--- src/rtl/uart_reg_responder.sv ---
// uart_reg_responder: decodes byte commands from a UART receiver into register bus accesses and replies with one byte per command
module uart_reg_responder #(
    parameter int CLK_FREQ       = 50_000_000,
    parameter int DATA_WIDTH     = 8,
    parameter int ADDR_WIDTH     = 8,
    parameter int TIMEOUT_CYCLES = 500_000
) (
    input  logic                  clk,
    input  logic                  rst,
    input  logic [DATA_WIDTH-1:0] rx_data,
    input  logic                  rx_valid,
    input  logic                  rx_error,
    output logic [DATA_WIDTH-1:0] tx_data,
    output logic                  tx_valid,
    input  logic                  tx_ready,
    output logic [ADDR_WIDTH-1:0] reg_addr,
    output logic [DATA_WIDTH-1:0] reg_wdata,
    output logic                  reg_wr,
    output logic                  reg_rd,
    input  logic [DATA_WIDTH-1:0] reg_rdata,
    output logic                  busy,
    output logic [7:0]            err_count
);
    typedef enum logic [2:0] {IDLE, GET_ADDR, GET_DATA, REG_WRITE, REG_READ, READ_WAIT, SEND} state_t;
    localparam int TW = $clog2(TIMEOUT_CYCLES + 1);
    localparam logic [DATA_WIDTH-1:0] CMD_W = 8'h57;
    localparam logic [DATA_WIDTH-1:0] CMD_R = 8'h52;
    localparam logic [DATA_WIDTH-1:0] ACK   = 8'h06;
    localparam logic [DATA_WIDTH-1:0] NAK   = 8'h15;

    // The clock frequency only documents how TIMEOUT_CYCLES maps to real time.
    if (CLK_FREQ <= 0) begin : g_no_clock
    end

    state_t        state;
    logic          is_write;
    logic [TW-1:0] tcnt;
    logic          rx_st, waiting, expired, err_evt;

    // Classify the current cycle: which states listen to the receiver, and whether any error occurs.
    always_comb begin
        rx_st   = state == IDLE || state == GET_ADDR || state == GET_DATA;
        waiting = state == GET_ADDR || state == GET_DATA;
        expired = waiting && !rx_valid && !rx_error && tcnt == TW'(TIMEOUT_CYCLES - 1);
        err_evt = (rx_st && rx_error)
                || (state == IDLE && rx_valid && !rx_error && rx_data != CMD_W && rx_data != CMD_R)
                || expired
                || (!rx_st && rx_valid);
    end

    assign busy = state != IDLE;

    // Saturating error counter; at most one error source can fire per cycle.
    always_ff @(posedge clk or posedge rst) begin
        if (rst) err_count <= '0;
        else if (err_evt && err_count != 8'hff) err_count <= err_count + 8'd1;
    end

    // Command FSM with registered bus strobes, reply byte and inter-byte timeout.
    always_ff @(posedge clk or posedge rst) begin
        if (rst) begin
            state     <= IDLE;
            is_write  <= 1'b0;
            tcnt      <= '0;
            tx_data   <= '0;
            tx_valid  <= 1'b0;
            reg_addr  <= '0;
            reg_wdata <= '0;
            reg_wr    <= 1'b0;
            reg_rd    <= 1'b0;
        end else begin
            reg_wr <= 1'b0;
            reg_rd <= 1'b0;
            tcnt   <= (waiting && !rx_valid && !expired) ? tcnt + TW'(1) : '0;
            case (state)
                IDLE: begin
                    if (rx_error || (rx_valid && rx_data != CMD_W && rx_data != CMD_R)) begin
                        tx_data  <= NAK;
                        tx_valid <= 1'b1;
                        state    <= SEND;
                    end else if (rx_valid) begin
                        is_write <= rx_data == CMD_W;
                        state    <= GET_ADDR;
                    end
                end
                GET_ADDR: begin
                    if (rx_error) begin
                        tx_data  <= NAK;
                        tx_valid <= 1'b1;
                        state    <= SEND;
                    end else if (rx_valid) begin
                        reg_addr <= ADDR_WIDTH'(rx_data);
                        reg_rd   <= !is_write;
                        state    <= is_write ? GET_DATA : REG_READ;
                    end else if (expired) begin
                        state <= IDLE;
                    end
                end
                GET_DATA: begin
                    if (rx_error) begin
                        tx_data  <= NAK;
                        tx_valid <= 1'b1;
                        state    <= SEND;
                    end else if (rx_valid) begin
                        reg_wdata <= rx_data;
                        reg_wr    <= 1'b1;
                        state     <= REG_WRITE;
                    end else if (expired) begin
                        state <= IDLE;
                    end
                end
                REG_WRITE: begin
                    tx_data  <= ACK;
                    tx_valid <= 1'b1;
                    state    <= SEND;
                end
                REG_READ: state <= READ_WAIT;
                READ_WAIT: begin
                    tx_data  <= reg_rdata;
                    tx_valid <= 1'b1;
                    state    <= SEND;
                end
                SEND: begin
                    if (tx_ready) begin
                        tx_valid <= 1'b0;
                        state    <= IDLE;
                    end
                end
                default: state <= IDLE;
            endcase
        end
    end
endmodule

--- config.mk ---
export PLATFORM = sky130hd
export DESIGN_NAME = uart_reg_responder
export DESIGN_NICKNAME = d
export VERILOG_FILES = /design/src/rtl/uart_reg_responder.sv
export SDC_FILE = /design/constraint.sdc
export NUM_CORES = 1
export LEC_CHECK = 0
export ABC_AREA = 0
export BUFFER_PORTS_ARGS = -buffer_cell sky130_fd_sc_hd__buf_4
export CAP_MARGIN = 20
export CORE_MARGIN = 2
export CORE_UTILIZATION = 30
export CTS_CLUSTER_DIAMETER = 120
export DETAILED_ROUTE_END_ITERATION = 12
export PLACE_DENSITY = 0.56
export SETUP_SLACK_MARGIN = 0.3
export SLEW_MARGIN = 20
export SYNTH_ARGS = -nofsm -noshare
export SYNTH_HDL_FRONTEND = slang
export SYNTH_SLANG_ARGS = --single-unit
--- constraint.sdc ---
create_clock -name clk -period 2.1 [get_ports clk]
set_input_delay 0.42 -clock clk [delete_from_list [all_inputs] [get_ports clk]]
set_output_delay 0.42 -clock clk [all_outputs]
set_load 0.03 [all_outputs]
==> Word-level counts from Yosys, hierarchy flattened <==
Index checks and enable logic that the tools add are counted.
{ "totals": {"register_bits": 58, "input_bits": 21} }
{ "op_classes": {"eq_ne": 15, "bitwise_logic": 2, "n_addsub": 2, "n_mux": 24, "reduce_logical": 37} }
{ "op_table": {"columns": ["operator", "count"], "rows": [
  ["case mux 8 bit (4 select lines)", 1],
  ["two-way mux 3 bit", 9],
  ["adder 19 x 1 -> 19 bit, second input constant", 1],
  ["equality test 19 bit, second input constant", 1],
  ["two-way mux 19 bit", 1],
  ["case mux 3 bit (6 select lines)", 1],
  ["two-way mux 8 bit", 2],
  ["!= test 8 x 7 -> 1 bit, second input constant", 2],
  ["logical AND 1 bit", 13],
  ["AND reduction 3 bit", 4],
  ["equality test 3 bit, second input constant", 3],
  ["two-way mux 1 bit", 9],
  ["adder 8 x 1 -> 8 bit, second input constant", 1],
  ["equality test 8 x 7 -> 1 bit, second input constant", 1],
  ["!= test 8 bit, second input constant", 1],
  ["nonzero test 4 bit", 2],
  ["logical OR 1 bit", 7],
  ["equality test 3 x 2 -> 1 bit, second input constant", 2],
  ["logical NOT 1 bit", 5],
  ["!= test 2 x 1 -> 1 bit, second input constant", 2],
  ["case mux 1 bit (4 select lines)", 1],
  ["AND reduction 4 bit", 1],
  ["OR reduction 2 bit", 2],
  ["equality test 3 x 1 -> 1 bit, second input constant", 1],
  ["6 further kinds", 7]
]} }

==> Logic depth before layout (Yosys ltp) <==
Gate-level depths: netlist (run 1).
{ "depth": {"ltp_word": 9, "depth_mapped": 7} }

==> Worst setup path after synthesis (run 1) <==
OpenSTA, ideal clock, no wires.
{ "synth_path": {"path_kind": "reg-to-reg", "from": "register state[0]", "to": "register err_count[1]", "required_ns": 1.975, "stages_incl_launch_ff": 7, "t_arrival_ns": 1.707, "setup_ns": 0.125, "synth_period_minus_slack_ns": 1.832, "path_slack_ns": 0.268, "path_cell_list": "dfrtp_1 buf_6 a21oi_1 mux2_4 a31o_4 o21ai_2 mux2_4"} }
{ "synth_via": {"elab_chain_len": 9, "word_cells_on_any_way": 20, "cone_classes": "eq/ne (2); reduce/logical (18)"} }
{ "synth_lines": {"columns": ["element", "line_no", "rtl"], "rows": [
  ["start, declared", "35", "state_t state;"],
  ["start signal, assigned", "94", "state <= is_write ? GET_DATA : REG_READ;"],
  ["logical NOT 3 bit", "42, 46", null],
  ["logical AND 1 bit (4 in series)", "46", "|| (state == IDLE && rx_valid && !rx_error && rx_data != CMD_W && rx_data != CMD_R)"],
  ["logical OR 1 bit", "46", null],
  ["logical OR 1 bit", "47", "|| expired"],
  ["logical OR 1 bit *", "48", "|| (!rx_st && rx_valid);"],
  ["logical AND 1 bit *", "56", "else if (err_evt && err_count != 8'hff) err_count <= err_count + 8'd1;"],
  ["end signal, assigned", "56", null],
  ["end, declared", "22", "output logic [7:0] err_count"]
]} }
Mark *: on every way between the ends. The rest lies on a longest branch, timed or not.
A chain may end at the register's enable or synchronous reset.

==> Final worst setup path (run 1) <==
{ "layout_path": {"from": "register state[0]", "to": "register err_count[7]"} }
The elaborated chain is that of the path after synthesis.

==> results of run 1 <==
[cell families after synthesis]
family	after synthesis	synth area share
AO/OA/AOI/OAI	37	0.0974
XOR/XNOR	22	0.0676
adder cells (fa/ha/maj)	2	0.00877
buffers and inverters	19	0.0338
flip-flops	58	0.509
multiplexers	22	0.0886
AND/OR/NAND/NOR	98	0.195
[cells in the mapped netlist, types with 3 or more instances]
cell type	number	area [sq um]
dfrtp_1	58	1450
xor2_1	8	70.1
a21oi_1	5	25.0
mux2_2	16	180
o21ai_0	10	50.1
nand2_1	14	52.6
nand4_1	5	31.3
nor3_1	3	15.0
nand2b_1	8	50.1
a22o_1	5	43.8
nand3_1	11	55.1
nor2_1	32	120
buf_2	5	25.0
and4_1	7	61.3
nor2b_1	5	31.3
xnor2_1	14	123
inv_1	10	37.5
or3_1	3	18.8
[state kept, by name, indices dropped and copies added, names as in the netlist]
name	count
tx_data	8
reg_rd	1
state	3
err_count	8
is_write	1
reg_addr	8
reg_wdata	8
tx_valid	1
reg_wr	1
tcnt	19
[worst paths after layout]
kind                              start            to  slack [ps]  depth (start not counted)
setup / recovery               state[0]  err_count[7]         290                          6
hold / removal                      rst   reg_addr[2]         130                          2
setup reg to reg               state[0]  err_count[7]         290                          6
hold reg to reg                is_write        reg_rd         460                          1
max in group asynchronous           rst      state[2]        1410                          3
min in group clk           reg_rdata[6]    tx_data[6]         310                          2
[final cells by class]
class | instances | share of cell area
Clock buffer | 11 | 0.0347
Clock inverter | 5 | 0.0145
Inverter | 10 | 0.0109
Multi-Input combinational cell | 181 | 0.355
Sequential cell | 58 | 0.384
Tap cell | 129 | 0.0426
Timing Repair Buffer | 74 | 0.158
[through the flow]
stage / util / hold WS (ps)
final: 0.410 / 131
after global routing: 0.410 / 146
after CTS: 0.406 / 122
after detailed placement: 0.377 / 454
after global placement: 0.377 / 442
after floorplan: - / 420
[placed cells by master, fill, tap and decap left out, types with 6 or more instances in the layout]
| cell type | netlist | layout |
|---|---|---|
| nand2b_1 | 8 | 7 |
| nor2_1 | 32 | 32 |
| inv_1 | 10 | 9 |
| dfrtp_1 | 58 | 55 |
| and4_1 | 7 | 6 |
| nand2_1 | 14 | 14 |
| nand3_1 | 11 | 11 |
| buf_4 | 1 | 70 |
| xnor2_1 | 14 | 13 |
| clkbuf_8 | 0 | 9 |
| mux2_2 | 16 | 16 |
| xor2_1 | 8 | 8 |
| o21ai_0 | 10 | 9 |
[layer usage]
layer,part of all wire,vias up
li1,-,1063
met1,0.47,1047
met2,0.47,54
met3,0.049,2
met4,0.0066,0
met5,0,-
[critical path, delay by kind of cell (launching register included)]
kind                   cells  cell delay [ps]
DFF                        1              480
and+or+nand+nor            2              470
muxes                      1              300
AOI/OAI and AO/OA          2              290
buffers and inverters      1              150
[power groups by stage]
stage	Clock [mW]	Sequential [mW]	Combinational, mW
after floorplan	0	2.26	0.973
after global placement	0	1.75	2.21
after detailed placement	0	1.75	2.24
after CTS	1.02	1.74	2.33
after global routing	1.07	1.79	2.54
final	0.981	1.74	2.37
[repair_timing]
item	4_1_cts	5_1_grt
pin swaps	2	4
setup buffers	6	3
gates resized for setup	6	6
setup endpoints to repair	23	26
==> results.md, run 1 <==
* Met3 GRT Util at 0.0428
* Distinct cells, synth at 46
* VDD IR max at between 0.6 and 0.7 mV
* Worst-path cell chain: nand2b_2, a21o_1, nor3_4, buf_12, o211ai_2, mux2_4
* Critical-path top delay cell: dfrtp_2
* First-pass GRT wire length at between 10000 and 15000 microns
* Async SR Flop Fraction at 1.00
* Setup ws final at a little under 300 ps
* Slew HR at 0.649
* RSZ-0062 raised after global routing: true
* Outcome: complete, no violations
* WS Path Type: flop to flop
* Clock slew at reported path FFs at approximately 70 ps
* CP endpoint kind: flop
* Post-route ant nets at 0
* Final Hold Vio Count at 0
* WP data arrival at between 2000 and 2500 ps
* Synth-to-Final Area Change at 32.7%
* Tot GR Track Use at 0.130
* Clock Sinks at 58
* Final #Nets at 357
* Final period utilization at 0.863
* Drt first pass iters at 4
* Boundary Pins at 57
* Congestion Overflow GR at 0
* Multi-input combinational cell area at about 1300 sq um
* Setup TNS at 0 ps
* Dpl cells at approximately 440
* DIE WIDTH at approximately 100 microns
* Vias in the first global route at between 2000 and 2500
* Routed wire length at between 6000 and 7000 microns
* Max incr delay on CP at ~480 ps
* Max-cap violation count at 0
* Starting density of the core at 0.309
* Max Clock Skew at roughly 7.8 ps
* Yosys warnings at 0
* Max-slew violations at 0
* Startpoint Class: flop
* Final min period at roughly 1800 ps
* Initial antenna violation count at 0
* Sequential share of power at 0.342
* Worst-margin pin slew at approximately 530 ps
* Syn Nets at 281
* Predominant post-synthesis flop cell: dfrtp_1
* Pre-CTS setup slack at roughly 53 ps
* Worst skew pair latency at 330 ps
* Final setup fails at 0
* Cell Count, Final, Fillers Out at around 470
* Max frequency at approximately 550 MHz
* Vias per inst at around 4.6
* DR iter-0 viols at slightly above 100
* GP Congestion at roughly 0.78
* CTS Root Cell: clkbuf_8
* Post-synthesis sequential area ratio at 0.509
* Layout cells sized above 1 at 0.383
* H-tree depth at 3
* Cell row count at 35
* Mapped cell area at between 2000 and 3000 sq um
* Antenna diode count at 0
* Post-synth EDFFs at 0
* Leak Pwr at between 1.5 and 2 nW
* Total power at between 5 and 6 mW
* Filler cells at approximately 910
* HP Class: input pin to async pin
* Core area at roughly 9000 sq um
* PwrDens at between 1000 and 1500 nW/um^2
* Logic pwr share at 0.465
* Drt drc at 0
* Seq. cell area at 1460 sq um
* GR Util met2 at 0.201
* Largest net degree at the start of global routing at 37
* HPWL after DPL at ~4400 microns
* Die area at roughly 10000 sq um
* Clock buffer count from CTS at 9
* Mean Syn Cell Area at 11.1 sq um
* Die Y at around 100 microns
* Clk buf depth at 2
* CTS tree: done
* Met1 usage at 0.167
* Post-DP Area at roughly 3500 sq um
* Final Cell Area at 3780 sq um
* Total number of vias at roughly 2200
* Hold buffer count at cts at 0
* Clock share of power at 0.193
* WL/cell at between 10 and 15 microns
* Crit path max fanout at 8
* Cells after synthesis at 258
* Net Sw Power at between 2 and 2.5 mW
* Flops & latches, synth at 58
* Port Buf Inserts at 56
* CP required at 2310 ps
* Most Crowded Layer GR: met2
* Sw Ratio at 0.394
* Internal power at 3.08 mW
(Power assumes the default switching activity.)
==> inputs of run 2 (changes only) <==
--- a/config.mk
+++ b/config.mk
@@ -13,6 +13,7 @@
 export CTS_CLUSTER_DIAMETER = 120
 export DETAILED_ROUTE_END_ITERATION = 12
 export PLACE_DENSITY = 0.56
+export RECOVER_POWER = 50
 export SETUP_SLACK_MARGIN = 0.3
 export SLEW_MARGIN = 20
 export SYNTH_ARGS = -nofsm -noshare
==> results.md, run 2 (synthesized netlist as in run 1, its figures left out) <==
* Outcome: complete, no violations
* Final Cell Area at 3710 sq um (-1.9%)
* Routed wire length at 6100 microns (+0.26%)
* Clock Sinks at 58 (unchanged)
* WS Path Type: flop to flop
* Bufs and invs on worst path at 1 (unchanged)
* Synth-to-Final Area Change at 30.3%
* R2R depth at 6 (unchanged)
* Total number of vias at 2154 (-0.55%)
* Max frequency at 553 MHz (+0.15%)
* WHS at 287 ps (+157 ps)
* Slew HR at 0.288 (-0.361)
* Max Clock Skew at 7.77 ps (-0.0106 ps)
* CP endpoint kind: flop
* Top delay family on crit path: flip-flops
* HP Class: input pin to async pin
* Worst-margin pin slew at 1060 ps (+537 ps)
* Vias in the first global route at 2172 (unchanged)
* Leak Pwr at 1.63 nW (-4.0%)
* Startpoint Class: flop
* Final min period at 1810 ps (-2.70 ps)
* DR iter-0 viols at 121 (+20%)
* Clock buffer count from CTS at 9 (unchanged)
* Post-DP Area at 3480 sq um (unchanged)
* Critical-path top delay cell: dfrtp_2
* Filler cells at 925 (+1.4%)
* Die area at 10300 sq um (unchanged)
* Boundary Pins at 57 (unchanged)
* Core area at 9240 sq um (unchanged)
* First-pass GRT wire length at 10400 microns (unchanged)
* Congestion Overflow GR at 0 (unchanged)
* Clk buf depth at 2 (unchanged)
* FF-to-FF Start: state[0]
* Post-route ant nets at 0 (unchanged)
* Most frequent cells in the layout: 55 x dfrtp_1, 51 x buf_4, 32 x nor2_1, 20 x clkbuf_1, 16 x mux2_2
* Final Hold Vio Count at 0 (unchanged)
* Drt first pass iters at 4 (unchanged)
* Tot GR Track Use at 0.130 (unchanged)
* HPWL after DPL at 4400 microns (unchanged)
* GP Congestion at 0.775 (unchanged)
* WL/cell at 13.0 microns (+0.26%)
* Commonest non-fill, non-tap cell in the layout: dfrtp_1
* CTS Root Cell: clkbuf_8
* VDD IR max at 0.643 mV (-2.3%)
* Worst skew pair latency at 330 ps (about the same)
* Final period utilization at 0.862 (-0.00129)
* Reg2reg setup slack at 290 ps (about the same)
* Final setup fails at 0 (unchanged)
* Max incr delay on CP at 480 ps (about the same)
* Max-slew violations at 0 (unchanged)
* Drt drc at 0 (unchanged)
* CP required at 2310 ps (about the same)
* CTS tree: done
* Initial antenna violation count at 0 (unchanged)
* R2r endpoint: err_count[7]
* Setup TNS at 0 ps (unchanged)
* Die Y at 101 microns (unchanged)
* Final #Nets at 357 (unchanged)
* Clock slew at reported path FFs at 70 ps (about the same)
* Number of flip-flops in the largest register at 19 (unchanged)
* RSZ-0062 raised after global routing: true
* H-tree depth at 3 (unchanged)
* Antenna diode count at 0 (unchanged)
* Port Buf Inserts at 56 (unchanged)
* Layout cells sized above 1 at 0.330 (-0.0531)
* Crit path max fanout at 8 (unchanged)
* WP data arrival at 2020 ps (about the same)
* Vias per inst at 4.60 (-0.55%)
* Largest net degree at the start of global routing at 37 (unchanged)
* PwrDens at 1340 nW/um^2 (-0.56%)
* Max-cap violation count at 0 (unchanged)
* Cell row count at 35 (unchanged)
* Worst-path cell chain: nand2b_2, a21o_1, nor3_4, buf_12, o211ai_2, mux2_4
* Top reg by flops: tcnt
* DIE WIDTH at 101 microns (unchanged)
* Starting density of the core at 0.309 (unchanged)
run 2: metal layers:
metal  share of wire  GRT usage
met1            0.47      0.167
met4          0.0066     0.0530
met5               0          0
met2            0.47      0.201
met3           0.048     0.0428
run 2: metrics by stage:
step / power (mW) / setup slack (ps) / cells / util
finish: 4.97 / 291 / 468 / 0.402
global route: 5.28 / 209 / 468 / 0.402
CTS: 5.09 / 228 / 465 / 0.406
detailed placement: 3.99 / 53.3 / 443 / 0.377
global placement: 3.96 / 82.7 / 443 / 0.377
floorplan: 3.23 / 313 / 258 / -
run 2: area by class of cell:
cell class,count,area [sq um],share of cell area
flip-flops and latches,58,1460,0.392
multi-input cells,181,1340,0.362
repair buffers,74,529,0.142
well taps,129,161,0.0434
clock buffers,11,131,0.0354
clock inverters,5,55.1,0.0148
inverters,10,38.8,0.0104
run 2: worst max-delay path by stage:
stage,startpoint,end,slack [ps],depth (start not counted)
floorplan,tcnt[0],err_count[7],310,6
global route,tcnt[1],err_count[7],210,7
detailed placement,rx_data[7],err_count[7],50,6
finish,state[0],err_count[7],290,6
CTS,tcnt[1],err_count[7],230,7
global placement,rx_data[7],err_count[7],80,6
run 2: where the power goes:
group	switching, mW	internal [mW]	total [mW]
combinational	1.29	0.953	2.24
clock	0.440	0.544	0.984
sequential	0.275	1.46	1.74
total	2.01	2.96	4.97
run 2: what timing repair did:
item / in CTS / in global routing
gates resized for setup: 6 / 6
endpoints found under the setup margin: 23 / 26
pin swaps: 2 / 4
hold buffers: 0 / 0
buffers inserted: 6 / 3
==> inputs of run 3 (changes only) <==
==> constraint.sdc (replaced) <==
create_clock -name clk -period 2.1 [get_ports clk]
set_input_delay 0.42 -clock clk [delete_from_list [all_inputs] [get_ports clk]]
set_output_delay 0.42 -clock clk [all_outputs]
set_load 0.005 [all_outputs]
==> results.md, run 3 (synthesized netlist as in run 1, its figures left out) <==
* Outcome: complete, no violations
* Sw Ratio at 0.322 (-0.0820)
* GP Congestion at 0.775 (unchanged)
* FF-to-FF Start: state[0]
* Internal power at 3.03 mW (+2.5%)
* Final min period at 1810 ps (+3.27 ps)
* Number of flip-flops in the largest register at 19 (unchanged)
* Core area at 9240 sq um (unchanged)
* Worst Setup SP: state[0]
* CP required at 2320 ps (about the same)
* Reg2reg setup slack at 290 ps (about the same)
* R2r endpoint: err_count[7]
* DIE WIDTH at 101 microns (unchanged)
* WS Path Type: flop to flop
* CTS Root Cell: clkbuf_8
* Top reg by flops: tcnt
* Final #Nets at 357 (unchanged)
* Routed wire length at 6110 microns (+0.13%)
* Clock share of power at 0.220 (+0.022)
* R2R depth at 6 (unchanged)
* Net Sw Power at 1.44 mW (-28%)
* Synth-to-Final Area Change at 32.6%
* HP Class: input pin to async pin
* RSZ-0062 raised after global routing: true
* CP endpoint kind: flop
* Worst-path cell chain: nand2b_1, a21o_1, nor3_4, buf_12, o211ai_2, mux2_4
* Final period utilization at 0.863 (+0.00156)
* Clock Sinks at 58 (unchanged)
* First-pass GRT wire length at 10400 microns (unchanged)
* HPWL after DPL at 4400 microns (unchanged)
* Post-route ant nets at 0 (unchanged)
* Max frequency at 552 MHz (-0.18%)
* Critical-path top delay cell: dfrtp_2
* Final setup fails at 0 (unchanged)
* H-tree depth at 3 (unchanged)
* Largest net degree at the start of global routing at 37 (unchanged)
* Leak Pwr at 1.69 nW (+3.7%)
* Vias in the first global route at 2170 (-0.092%)
* WP data arrival at 2030 ps (about the same)
* Vias per inst at 4.62 (+0.32%)
* Sequential share of power at 0.391 (+0.041)
* Filler cells at 917 (-0.86%)
* Clock slew at reported path FFs at 70 ps (about the same)
* Starting density of the core at 0.309 (unchanged)
* Die Y at 101 microns (unchanged)
* Logic pwr share at 0.388 (-0.064)
* Clock buffer count from CTS at 9 (unchanged)
* Drt first pass iters at 4 (unchanged)
* Boundary Pins at 57 (unchanged)
* Tot GR Track Use at 0.130 (-0.000145)
* Drt drc at 0 (unchanged)
* Layout cells sized above 1 at 0.378 (+0.0472)
* Congestion Overflow GR at 0 (unchanged)
* Final Hold Vio Count at 0 (unchanged)
* Max Clock Skew at 7.75 ps (-0.0245 ps)
* Setup TNS at 0 ps (unchanged)
* WL/cell at 13.1 microns (+0.13%)
* Worst skew pair latency at 330 ps (about the same)
* Cell row count at 35 (unchanged)
* Max incr delay on CP at 460 ps (-20 ps)
* Total power at 4.47 mW (-9.9%)
* Port Buf Inserts at 56 (unchanged)
* Worst-margin pin slew at 1060 ps (-1.56 ps)
* CTS tree: done
* Die area at 10300 sq um (unchanged)
* Total number of vias at 2161 (+0.32%)
* Startpoint Class: flop
* Hold buffer count at cts at 0 (unchanged)
* VDD IR max at 0.514 mV (-20%)
* Slew HR at 0.289 (+0.00104)
* Max-slew violations at 0 (unchanged)
* Max-cap violation count at 0 (unchanged)
* Antenna diode count at 0 (unchanged)
* PwrDens at 1180 nW/um^2 (-12%)
* DR iter-0 viols at 102 (-16%)
* Most frequent cells in the layout: 55 x dfrtp_1, 51 x buf_4, 32 x nor2_1, 18 x clkbuf_4, 16 x mux2_2
* Crit path max fanout at 8 (unchanged)
* Clk buf depth at 2 (unchanged)
* Initial antenna violation count at 0 (unchanged)
* Commonest non-fill, non-tap cell in the layout: dfrtp_1
[run 3: what timing repair did]
item / CTS / global route
pin swaps: 2 / 3
resized for setup: 6 / 6
buffers inserted: 6 / 3
endpoints found under the setup margin: 23 / 34
[run 3: power groups by stage]
stage,Clock [mW],Combinational (mW),Sequential [mW]
finish,0.986,1.74,1.75
global route,1.07,1.92,1.80
CTS,1.02,1.72,1.74
detailed placement,0,1.63,1.75
global placement,0,1.61,1.75
floorplan,0,0.957,1.70
[run 3: worst max-delay path by stage]
stage	depth (start not counted)	slack, ps	end
floorplan	6	310	err_count[7]
global placement	6	80	err_count[7]
detailed placement	6	50	err_count[7]
CTS	7	230	err_count[7]
global route	7	210	err_count[7]
finish	6	290	err_count[7]
[run 3: per-layer routing]
layer / global-route usage / wire length, microns / up-vias
met5: 0 / 0 / -
met2: 0.201 / 2930 / 49
li1: - / - / 1060
met3: 0.0428 / 282 / 2
met1: 0.167 / 2860 / 1050
met4: 0.0530 / 40 / 0
[run 3: critical path, delay by kind of cell (launching register included)]
kind / cells / cell delay [ps]
compound gates: 2 / 310
mux: 1 / 300
simple gates: 2 / 460
flops: 1 / 460
buf+inv: 1 / 150
[run 3: per-stage QoR]
step	hold slack, ps	std cells	setup slack (ps)	util	instance area (sq um)
floorplan	420	258	313	-	2870
global placement	442	443	82.7	0.377	3480
detailed placement	454	443	53.3	0.377	3480
CTS	122	465	228	0.405	3740
global route	287	468	209	0.409	3780
finish	284	468	287	0.409	3780
[run 3: layout make-up]
cell class                      count  area (sq um)  share of cell area
Inverter                           10          38.8              0.0103
Multi-Input combinational cell    181          1350               0.356
Sequential cell                    58          1460               0.385
Clock inverter                      5          55.1              0.0146
Tap cell                          129           161              0.0427
Timing Repair Buffer               74           593               0.157
Clock buffer                       11           131              0.0347
